**src/rtl/act_lut_scheduler.sv**
```systemverilog
// act_lut_scheduler: shares one combinational activation LUT among N_REQ
// neuron requesters. Round-robin grant, then LUT lookup, then linear
// interpolation between adjacent entries. Returns a tagged result via valid/ready.
//
// Optional feature macro: ACT_LUT_SCHED_INTERP_EN
//   defined   -> linear interpolation between base and next entry
//   undefined -> step approximation (result = base). No multiplier is built.
//                FSM and latency are the same in both builds.
//
// Ports:
//   clk, rst          clock, synchronous active-high reset
//   req_valid/ready   per-requester handshake (ready is a one-hot, combinational grant)
//   req_data          packed signed pre-activations, requester i at [i*IN_W +: IN_W]
//   lut_addr          registered LUT address
//   lut_base/next     LUT entries at lut_addr and lut_addr+1
//   resp_valid/ready  result handshake
//   resp_id/data      served requester index and signed result
module act_lut_scheduler #(
    parameter int unsigned N_REQ  = 4,
    parameter int unsigned IN_W   = 8,
    parameter int unsigned FRAC_W = 4,
    parameter int unsigned DATA_W = 8
) (
    input  logic                      clk,
    input  logic                      rst,
    input  logic [N_REQ-1:0]          req_valid,
    input  logic [N_REQ*IN_W-1:0]     req_data,
    output logic [N_REQ-1:0]          req_ready,
    output logic [3:0]                lut_addr,
    input  logic [DATA_W-1:0]         lut_base,
    input  logic [DATA_W-1:0]         lut_next,
    output logic                      resp_valid,
    input  logic                      resp_ready,
    output logic [$clog2(N_REQ)-1:0]  resp_id,
    output logic [DATA_W-1:0]         resp_data
);

    localparam int unsigned ID_W   = $clog2(N_REQ);
    localparam int unsigned ADDR_W = IN_W - FRAC_W;
    localparam int unsigned DIFF_W = DATA_W + 1;
    localparam int unsigned PROD_W = DIFF_W + FRAC_W + 1;
    // Most positive segment: its upper neighbour is the most negative entry.
    localparam logic [3:0]  TOP_SEG = 4'((1 << (ADDR_W - 1)) - 1);

    typedef enum logic [1:0] {IDLE, LOOKUP, CALC, RESP} state_t;

    state_t              state;
    logic [ID_W-1:0]     rr_ptr;
    logic [ID_W-1:0]     id_q;
    logic [FRAC_W-1:0]   frac_q;
    logic [DATA_W-1:0]   base_q;
    logic [DATA_W-1:0]   next_q;

    logic                gnt_vld;
    logic [ID_W-1:0]     gnt_id;
    logic [ID_W-1:0]     cand;
    logic [IN_W-1:0]     sel_data;
    logic [DATA_W-1:0]   calc_res;

    // Round-robin search starting at rr_ptr; ID_W-bit wrap gives the modulo.
    always_comb begin
        gnt_vld = 1'b0;
        gnt_id  = '0;
        cand    = '0;
        for (int unsigned j = 0; j < N_REQ; j++) begin
            cand = rr_ptr + ID_W'(j);
            if (!gnt_vld && req_valid[cand]) begin
                gnt_vld = 1'b1;
                gnt_id  = cand;
            end
        end
    end

    // The accept strobe exists only in IDLE and never while reset is asserted.
    always_comb begin
        req_ready = '0;
        if (state == IDLE && !rst && gnt_vld) begin
            req_ready[gnt_id] = 1'b1;
        end
    end

    assign sel_data = req_data[32'(gnt_id) * IN_W +: IN_W];

`ifdef ACT_LUT_SCHED_INTERP_EN
    logic signed [DIFF_W-1:0] diff;
    logic signed [PROD_W-1:0] prod;
    logic signed [PROD_W-1:0] sum;

    // base + floor(diff*frac / 2^FRAC_W). This result stays between base and next.
    always_comb begin
        diff     = DIFF_W'($signed(next_q)) - DIFF_W'($signed(base_q));
        prod     = PROD_W'(diff) * $signed(PROD_W'({1'b0, frac_q}));
        sum      = PROD_W'($signed(base_q)) + (prod >>> FRAC_W);
        calc_res = DATA_W'(sum);
    end
`else
    logic unused_step;

    // The step approximation ignores the fraction and the next entry.
    assign unused_step = ^{frac_q, next_q};

    always_comb begin
        calc_res = base_q;
    end
`endif

    // Sequencer: grant -> lookup -> calc -> hold response until accepted.
    always_ff @(posedge clk) begin
        if (rst) begin
            state      <= IDLE;
            rr_ptr     <= '0;
            id_q       <= '0;
            frac_q     <= '0;
            base_q     <= '0;
            next_q     <= '0;
            lut_addr   <= '0;
            resp_valid <= 1'b0;
            resp_id    <= '0;
            resp_data  <= '0;
        end else begin
            case (state)
                IDLE: begin
                    if (gnt_vld) begin
                        lut_addr <= sel_data[IN_W-1:FRAC_W];
                        frac_q   <= sel_data[FRAC_W-1:0];
                        id_q     <= gnt_id;
                        state    <= LOOKUP;
                    end
                end
                LOOKUP: begin
                    base_q <= lut_base;
                    next_q <= (lut_addr == TOP_SEG) ? lut_base : lut_next;
                    state  <= CALC;
                end
                CALC: begin
                    resp_data  <= calc_res;
                    resp_id    <= id_q;
                    resp_valid <= 1'b1;
                    state      <= RESP;
                end
                RESP: begin
                    if (resp_ready) begin
                        resp_valid <= 1'b0;
                        rr_ptr     <= id_q + ID_W'(1);
                        state      <= IDLE;
                    end
                end
                default: state <= IDLE;
            endcase
        end
    end

endmodule
```
**config.mk**
```make
export PLATFORM = sky130hd
export DESIGN_NAME = act_lut_scheduler
export DESIGN_NICKNAME = d
export VERILOG_FILES = /design/src/rtl/act_lut_scheduler.sv
export SDC_FILE = /design/constraint.sdc
export NUM_CORES = 1
export LEC_CHECK = 0
export CORE_MARGIN = 2
export CORE_UTILIZATION = 38
export DETAILED_ROUTE_END_ITERATION = 6
export GPL_TIMING_DRIVEN = 0
export PLACE_DENSITY = 0.79
export SKIP_CTS_REPAIR_TIMING = 1
export SYNTH_ARGS = -nofsm -noshare
export SYNTH_HDL_FRONTEND = slang
export SYNTH_SLANG_ARGS = --single-unit
```
**constraint.sdc**
```tcl
create_clock -name clk -period 2.03 [get_ports clk]
set_clock_uncertainty 0.1 [all_clocks]
set_input_delay 0.203 -clock clk [delete_from_list [all_inputs] [get_ports clk]]
set_output_delay 0.203 -clock clk [all_outputs]
set_load 0.1 [all_outputs]
```
# ---- After elaboration in Yosys (flattened, before gate mapping)
# Cells that the tools add are included.
dict set report totals {
  ff_bits 29
  mem_bits_ro 0
  mem_count 0
  out_inout_bits 19
  mem_bits_rw 0
  latch_bits 0
}
dict set report classes {
  div 0
  addsub 4
  order_cmp 6
  eq_ne 5
  n_shift 1
  bitwise 0
  reduce_logical 16
  mul 0
  mux 24
}
# cell n
set op_table {}
lappend op_table {{$shiftx 32x6->8} 1}
lappend op_table {{$lt 2x3->1 const B} 5}
lappend op_table {{$mux 2} 6}
lappend op_table {{$mux 1} 10}
lappend op_table {{$bmux 1 s2} 4}
lappend op_table {{$pmux 2 s4} 1}
lappend op_table {{$reduce_and 2->1} 4}
lappend op_table {{$logic_and 1x1->1} 6}
lappend op_table {{$add 2x1->2 const B} 2}
lappend op_table {{$add 2x2->2 const B} 2}
lappend op_table {{$eq 2x2->1 const B} 2}
lappend op_table {{$logic_not 1->1} 4}
lappend op_table {{$mux 4} 1}
lappend op_table {{$ne 2x2->1 const B} 2}
lappend op_table {{$demux 1 s2} 1}
lappend op_table {{$eq 2x1->1 const B} 1}
lappend op_table {{$ge 2x1->1 const B} 1}
lappend op_table {{$logic_not 2->1} 1}
lappend op_table {{$pmux 1 s2} 1}
lappend op_table {{$reduce_bool 2->1} 1}

# ---- Logic depth before layout (Yosys ltp)
# Gate-level depths: netlist of run 1.
dict set report depth {
  word_depth 17
  mapped_depth 6
}

# ---- Worst setup path after synthesis of run 1
# Ideal clock, no wire load.
dict set report synth_timing {
  kind {reg2out}
  start {reg rr_ptr[1]}
  end {out req_ready[0]}
  slack_ns -0.607
  stages_incl_launch_ff 6
  n_path_buf 1
  arrival_ns 2.334
  cell_sequence {dfxtp_1 > or3b_1 > o221ai_1 > buf_6 > nand2_1 > nor2_1}
}
dict set report synth_between {
  elab_chain_len 17
  word_cells_on_any_way 32
  classes_between {add/sub (3); order compare (2); mux (19); reduce/logical (8)}
}
# element line_no
set synth_lines {}
lappend synth_lines {{from (decl)} 48} ;# logic [ID_W-1:0] rr_ptr;
lappend synth_lines {{from (signal assigned)} 144} ;# rr_ptr <= id_q + ID_W'(1);
lappend synth_lines {{parallel branches: the longest is 16 deep, another holds $lt 2x3->1} --}
lappend synth_lines {{$mux 4 *} 77} ;# if (state == IDLE && !rst && gnt_vld) begin
lappend synth_lines {{to (decl)} 28} ;# output logic [N_REQ-1:0] req_ready,
# Every way passes the cells marked *. The select of a mux whose other input is x is not followed.

# ---- Worst setup path in the final report of run 1
# Same ends and word-level chain as after synthesis.

==> results of run 1 <==
[layout make-up]
cell class	instances	area [sq um]
timing repair buffer	54	616
fill	260	1210
tap	46	57.6
inverter	3	11.3
sequential	29	586
clock buffer	7	55.1
multi-input combinational	103	822
buffer	6	31.3
[stage by stage]
step / utilization / area [sq um] / cells / setup slack (ns) / hold WS (ns)
after floorplan: - / 1370 / 141 / -0.179 / 0.250
after global placement: 0.566 / 1920 / 236 / -1.17 / 0.373
after detailed placement: 0.566 / 1920 / 236 / -1.24 / 0.384
after CTS: 0.582 / 1970 / 243 / -1.25 / 0.385
after global routing: 0.643 / 2180 / 248 / -0.0737 / 0.400
final: 0.643 / 2180 / 248 / -0.0105 / 0.391
[sequential cells by signal, summed over array words and instances (netlist names)]
register and cells:
rr_ptr 2, base_q 8, resp_valid 1, resp_data 8, lut_addr 4, state 2
id_q 2, resp_id 2
[layout by cell type, fill, tap and decap left out, drive strengths merged, types with 3 or more instances in the layout]
cell type       n
nor2           33
dfxtp          29
mux2i          28
clkdlybuf4s50  26
dlymetal6s2s   19
buf            12
clkbuf         10
nand2           5
a21oi           5
o221ai          5
ha              5
nand3b          4
nor2b           3
inv             3
[synthesized netlist by cell type]
cell,instances
nor2_1,33
dfxtp_1,29
mux2i_1,28
a21oi_1,5
ha_1,5
nand2_1,5
o221ai_1,5
nand3b_1,4
clkbuf_1,3
inv_1,3
nor2b_1,3
a211oi_1,1
a21boi_0,1
a311oi_1,1
and2b_1,1
buf_1,1
buf_2,1
buf_6,1
nand2b_1,1
nor4_1,1
o21a_1,1
o21ai_1,1
o31ai_1,1
o41ai_4,1
or2_2,1
or2b_1,1
or3b_1,1
or4_4,1
xnor2_1,1
[worst min-delay path: cells and delay by family]
family	cells	cell delay (ns)
buffers and inverters	1	0.40
multiplexers	1	0.13
AND/OR/NAND/NOR	1	0.05
[worst max-delay path by stage]
stage                               to  slack, ns  cells after the start
final                     req_ready[0]      -0.01                      6
after detailed placement  req_ready[1]      -1.24                      6
after CTS                 req_ready[1]      -1.25                      6
after global placement    req_ready[0]      -1.17                      6
after floorplan           req_ready[0]      -0.18                      4
after global routing      req_ready[0]      -0.07                      6
[layer usage]
layer  up-vias  GRT usage
li1        613          -
met4         0     0.0489
met1       553      0.176
met3         4     0.0528
met2        39      0.309
met5         -          0
[cell families (layout without fill, tap and decap cells)]
group / after synthesis / count (layout) / synth area share
simple gates: 52 / 52 / 0.180
flops: 29 / 29 / 0.427
mux: 28 / 28 / 0.206
compound gates: 17 / 17 / 0.103
buf+inv: 9 / 70 / 0.0313
fa+ha+maj: 5 / 5 / 0.0460
xor+xnor: 1 / 1 / 0.00644
[where the power goes]
part	switching, mW	internal, mW	leakage [nW]
Combinational	0.785	0.482	0.866
Sequential	0.0771	0.678	0.238
Clock	0.189	0.163	0.0314
Total	1.05	1.32	1.14
==> reports/results.tsv, run 1 <==
stage	metric	value	unit
run_status	status	complete, but fails checks	
run_status	violations	negative setup slack	
worst_setup_path	r2r_cells	6	
grt	grt_usage	0.166	
routing	met3WireLength	205	um
clock_network	cts_buffers	5	
logic_synthesis	synth.top_cells.by_area	dfxtp_1 43%, mux2i_1 21%, nor2_1 9.1%, ha_1 4.6%, o221ai_1 3.2%	
layout	nNetsFinal	262	
worst_setup_path	path_cells	or3b_1 -> o221ai_2 -> buf_6 -> nand2_2 -> nor2_4 -> buf_12	
clock_network	clkTransAtPathRegs	0.08	ns
sta	setup_viol	1	
power_and_ir_drop	fin_total_pwr	2.37	mW
floorplan	die_area	4070	sq um
logic_synthesis	syn_area_per_cell	9.65	sq um
logic_synthesis	syn_area	1360	sq um
sta	rsz0062_at_grt	yes	
worst_hold_path	min_path_cells	3	
clock_network	clockRootBuffer	clkbuf_4	
worst_setup_path	path_max_fanout	6	
worst_hold_path	min_path_type	primary input to flip-flop	
floorplan	die_x	63.8	um
routing	wirelength	3.57	mm
grt	grt_pass1_wl	5.29	mm
sta	tns	-0.0105	ns
routing	antenna_left	0	
sta	worst_pin_slew	0.992	ns
sta	setup_ws	-0.0105	ns
grt	antenna_found_initial	0	
worst_setup_path	slowest_stage	or3b_1	
worst_hold_path	hold_path_end	base_q[7]$_SDFFE_PP0N_	
clock_network	cts_tree	done	
sta	final-hold-violation-count	0	
layout	area_growth	60.2	%
layout	drive_above_1_share	0.178	
worst_setup_path	path_class	flip-flop to output pin	
worst_setup_path	worst_path_dominant_cell_family	simple AND/OR/NAND/NOR gates	
floorplan	core	3390	sq um
clock_network	max-clock-path-buffers	2	
routing	first_pass_iters	4	
worst_setup_path	r2r_end	lut_addr[1]$_SDFFE_PP0P_	
logic_synthesis	yosys_warnings	0	
worst_setup_path	arrival	1.74	ns
run	drv_cap	0	
worst_setup_path	slowest_delay	0.38	ns
sta	fmax	0.490	GHz
floorplan	io_pins	74	
floorplan	initial_core_util	0.401	
logic_synthesis	ys_seq_area_frac	0.427	
floorplan	die-height	63.8	um
sta	fin_crit	2.04	ns
logic_synthesis	synth_seq_cells	29	
logic_synthesis	synth_cell_types	29	
routing	wl_met2	1.91	mm
placement	io_buffers	49	
placement	place.gp.congestion	0.690	
sta	slew_viol_final	0	
placement	hpwlAfterDp	2.61	mm
routing	avgViaCountPerCell	4.88	
worst_hold_path	min_from	lut_base[7]	
logic_synthesis	netlist.area_leader.share	0.427	
clock_network	cts_num_sinks	29	
logic_synthesis	synth_largest_area_cell	dfxtp_1	
routing	drc_errors	0	
routing	met1_length	1.41	mm
worst_setup_path	reg2reg_from	rr_ptr[1]$_SDFFE_PP0P_	
worst_setup_path	startpoint_type	flip-flop	
routing	maxUsedRoutingLayer	met4	
grt	grt_pass1_vias	1206	
logic_synthesis	synth_nets	201	
power_and_ir_drop	p_leak	1.14	nW
worst_setup_path	worstPathRequired	1.73	ns
power_and_ir_drop	irDropWorstVdd	0.618	mV
routing	wl_per_cell	14.4	um
worst_setup_path	r2r_setup_slack	0.19	ns
clock_network	h-tree-depth	2	
floorplan	row_count	21	
clock_network	insertion_delay	0.33	ns
routing	drt_iter0_drc	31	
grt	overflow	0	
routing	vias	1209	
layout	n_antenna_cell	0	
worst_setup_path	cp-end-kind	output pin	
power_and_ir_drop	power.density	1090	nW/um^2
grt	grt_max_degree	11	
logic_synthesis	synth_cells	141	
worst_setup_path	critPathBufInv	2	
sta	timing.slew.headroom	0.337	
sta	finalCritPeriodShare	1.01	
worst_setup_path	crit_path_start	rr_ptr[1]$_SDFFE_PP0P_	
No activity file was read; power rests on OpenSTA's default activity.
==> run 2: changes to the inputs <==
--- a/config.mk
+++ b/config.mk
@@ -7,6 +7,7 @@
 export LEC_CHECK = 0
 export CORE_MARGIN = 2
 export CORE_UTILIZATION = 38
+export CTS_CLUSTER_DIAMETER = 200
 export DETAILED_ROUTE_END_ITERATION = 6
 export GPL_TIMING_DRIVEN = 0
 export PLACE_DENSITY = 0.79
==> results of run 2 <==
The final DEF is identical to that of run 1; final timing and power are the same.
==> run 3: changes to the inputs <==
--- a/config.mk
+++ b/config.mk
@@ -9,6 +9,7 @@
 export CORE_UTILIZATION = 38
 export CTS_CLUSTER_DIAMETER = 200
 export DETAILED_ROUTE_END_ITERATION = 6
+export GPL_ROUTABILITY_DRIVEN = 1
 export GPL_TIMING_DRIVEN = 0
 export PLACE_DENSITY = 0.79
 export SKIP_CTS_REPAIR_TIMING = 1
==> constraint.sdc (replaced) <==
create_clock -name clk -period 2.03 [get_ports clk]
set_clock_uncertainty 0.1 [all_clocks]
set_input_delay 0.609 -clock clk [delete_from_list [all_inputs] [get_ports clk]]
set_output_delay 0.609 -clock clk [all_outputs]
set_load 0.1 [all_outputs]
==> reports/results.tsv, run 3 (synthesis gave the netlist of run 1 again) <==
stage	metric	value	unit
run_status	status	complete, but fails checks	
run_status	violations	negative setup slack	
floorplan	die_area	4070	sq um
routing	wl_per_cell	13.7	um
routing	vias	1252	
sta	final-hold-violation-count	0	
layout	n_antenna_cell	0	
worst_setup_path	arrival	1.73	ns
sta	finalCritPeriodShare	1.20	
routing	wirelength	3.52	mm
routing	avgViaCountPerCell	4.87	
layout	most-common-layout-cells	27 x mux2i_1, 27 x nor2_1, 27 x dfxtp_1	
clock_network	clockRootBuffer	clkbuf_4	
power_and_ir_drop	irDropWorstVdd	0.543	mV
grt	grt_max_degree	11	
grt	antenna_found_initial	0	
floorplan	core	3390	sq um
layout	n_fill_cell	281	
layout	area_growth	56.9	%
worst_hold_path	min_path_cells	2	
grt	grt_pass1_wl	5.27	mm
placement	placed_cells	236	
worst_setup_path	reg2reg_from	rr_ptr[1]$_SDFFE_PP0P_	
layout	nNetsFinal	270	
placement	place_area	1960	sq um
worst_setup_path	r2r_cells	7	
layout	stdcell_count	257	
run	drv_cap	0	
clock_network	max-clock-path-buffers	2	
sta	rsz0062_at_grt	yes	
floorplan	io_pins	74	
clock_network	h-tree-depth	2	
sta	timing.slew.headroom	0.605	
grt	grt_pass1_vias	1192	
floorplan	initial_core_util	0.401	
worst_setup_path	cp-end-kind	output pin	
clock_network	clkTransAtPathRegs	0.08	ns
placement	place.gp.congestion	0.719	
layout	reg_top3	base_q: 8 flops, resp_data: 8 flops, lut_addr: 4 flops	
worst_setup_path	path_class	primary input to output pin	
worst_hold_path	min_path_type	flip-flop to flip-flop	
layout	drive_above_1_share	0.308	
layout	seq_area	586	sq um
floorplan	die-height	63.8	um
floorplan	row_count	21	
clock_network	cts_tree	done	
grt	grt_usage	0.164	
routing	first_pass_iters	4	
clock_network	cts_buffers	5	
routing	antenna_left	0	
placement	hpwlAfterDp	2.50	mm
power_and_ir_drop	fin_total_pwr	2.36	mW
worst_setup_path	crit_path_start	req_valid[1]	
worst_setup_path	r2r_end	lut_addr[1]$_SDFFE_PP0P_	
power_and_ir_drop	power.density	1110	nW/um^2
layout	multi_input_area	855	sq um
worst_setup_path	worstPathRequired	1.32	ns
worst_setup_path	r2r_setup_slack	0.20	ns
floorplan	die_x	63.8	um
sta	fin_crit	2.44	ns
clock_network	insertion_delay	0.33	ns
layout	fin_area	2130	sq um
sta	fmax	0.411	GHz
sta	worst_pin_slew	0.593	ns
worst_setup_path	crit_end	req_ready[1]	
routing	drt_iter0_drc	35	
clock_network	cts_num_sinks	29	
sta	setup_viol	4	
routing	drc_errors	0	
grt	overflow	0	
sta	slew_viol_final	0	
sta	setup_ws	-0.405	ns
placement	io_buffers	49	
worst_setup_path	path_max_fanout	5	
power_and_ir_drop	p_leak	0.906	nW
worst_setup_path	startpoint_type	primary input	
placement	place_ws	-1.94	ns
[run 3: through the flow]
| step | utilization | setup TNS (ns) | hold WS [ns] |
|---|---|---|---|
| after floorplan | - | -1.89 | 0.360 |
| after detailed placement | 0.578 | -14.46 | 0.382 |
| after global routing | 0.630 | -1.78 | 0.435 |
| final | 0.630 | -1.61 | 0.404 |
| after CTS | 0.593 | -16.14 | 0.407 |
| after global placement | 0.578 | -14.02 | 0.372 |
[run 3: area by class of cell]
cell class / instances / share of cell area
plain buffers: 6 / 0.0147
flip-flops and latches: 29 / 0.274
clock buffers: 8 / 0.0229
inverters: 3 / 0.00528
repair buffers: 62 / 0.256
well taps: 46 / 0.0270
multi-input cells: 103 / 0.400
[run 3: critical path, cell delays in order]
cell and delay (ns):
buf_6 0.11, or3b_1 0.39, o221ai_2 0.10, buf_6 0.16
nand2b_4 0.15, nor2_4 0.04, buf_12 0.16
[run 3: worst min path at each step]
| stage | end | slack (ns) | startpoint |
|---|---|---|---|
| final | base_q[2]$_SDFFE_PP0N_ | 0.40 | base_q[2]$_SDFFE_PP0N_ |
| after global routing | base_q[5]$_SDFFE_PP0N_ | 0.43 | base_q[5]$_SDFFE_PP0N_ |
| after CTS | base_q[2]$_SDFFE_PP0N_ | 0.41 | base_q[2]$_SDFFE_PP0N_ |
| after detailed placement | resp_data[4]$_SDFFE_PP0P_ | 0.38 | resp_data[4]$_SDFFE_PP0P_ |
| after global placement | base_q[5]$_SDFFE_PP0N_ | 0.37 | base_q[5]$_SDFFE_PP0N_ |
| after floorplan | base_q[0]$_SDFFE_PP0N_ | 0.36 | base_q[0]$_SDFFE_PP0N_ |
[run 3: power by group]
group / leakage, nW / internal (mW) / switching (mW)
sequential: 0.238 / 0.678 / 0.0790
clock: 0.0265 / 0.138 / 0.189
combinational: 0.642 / 0.479 / 0.799
[run 3: routing by layer]
metal / part of all wire / vias up / global-route usage
met5: 0 / - / 0
met4: 0.012 / 0 / 0.0571
met3: 0.052 / 4 / 0.0563
met2: 0.52 / 37 / 0.298
met1: 0.41 / 581 / 0.176
li1: - / 630 / -
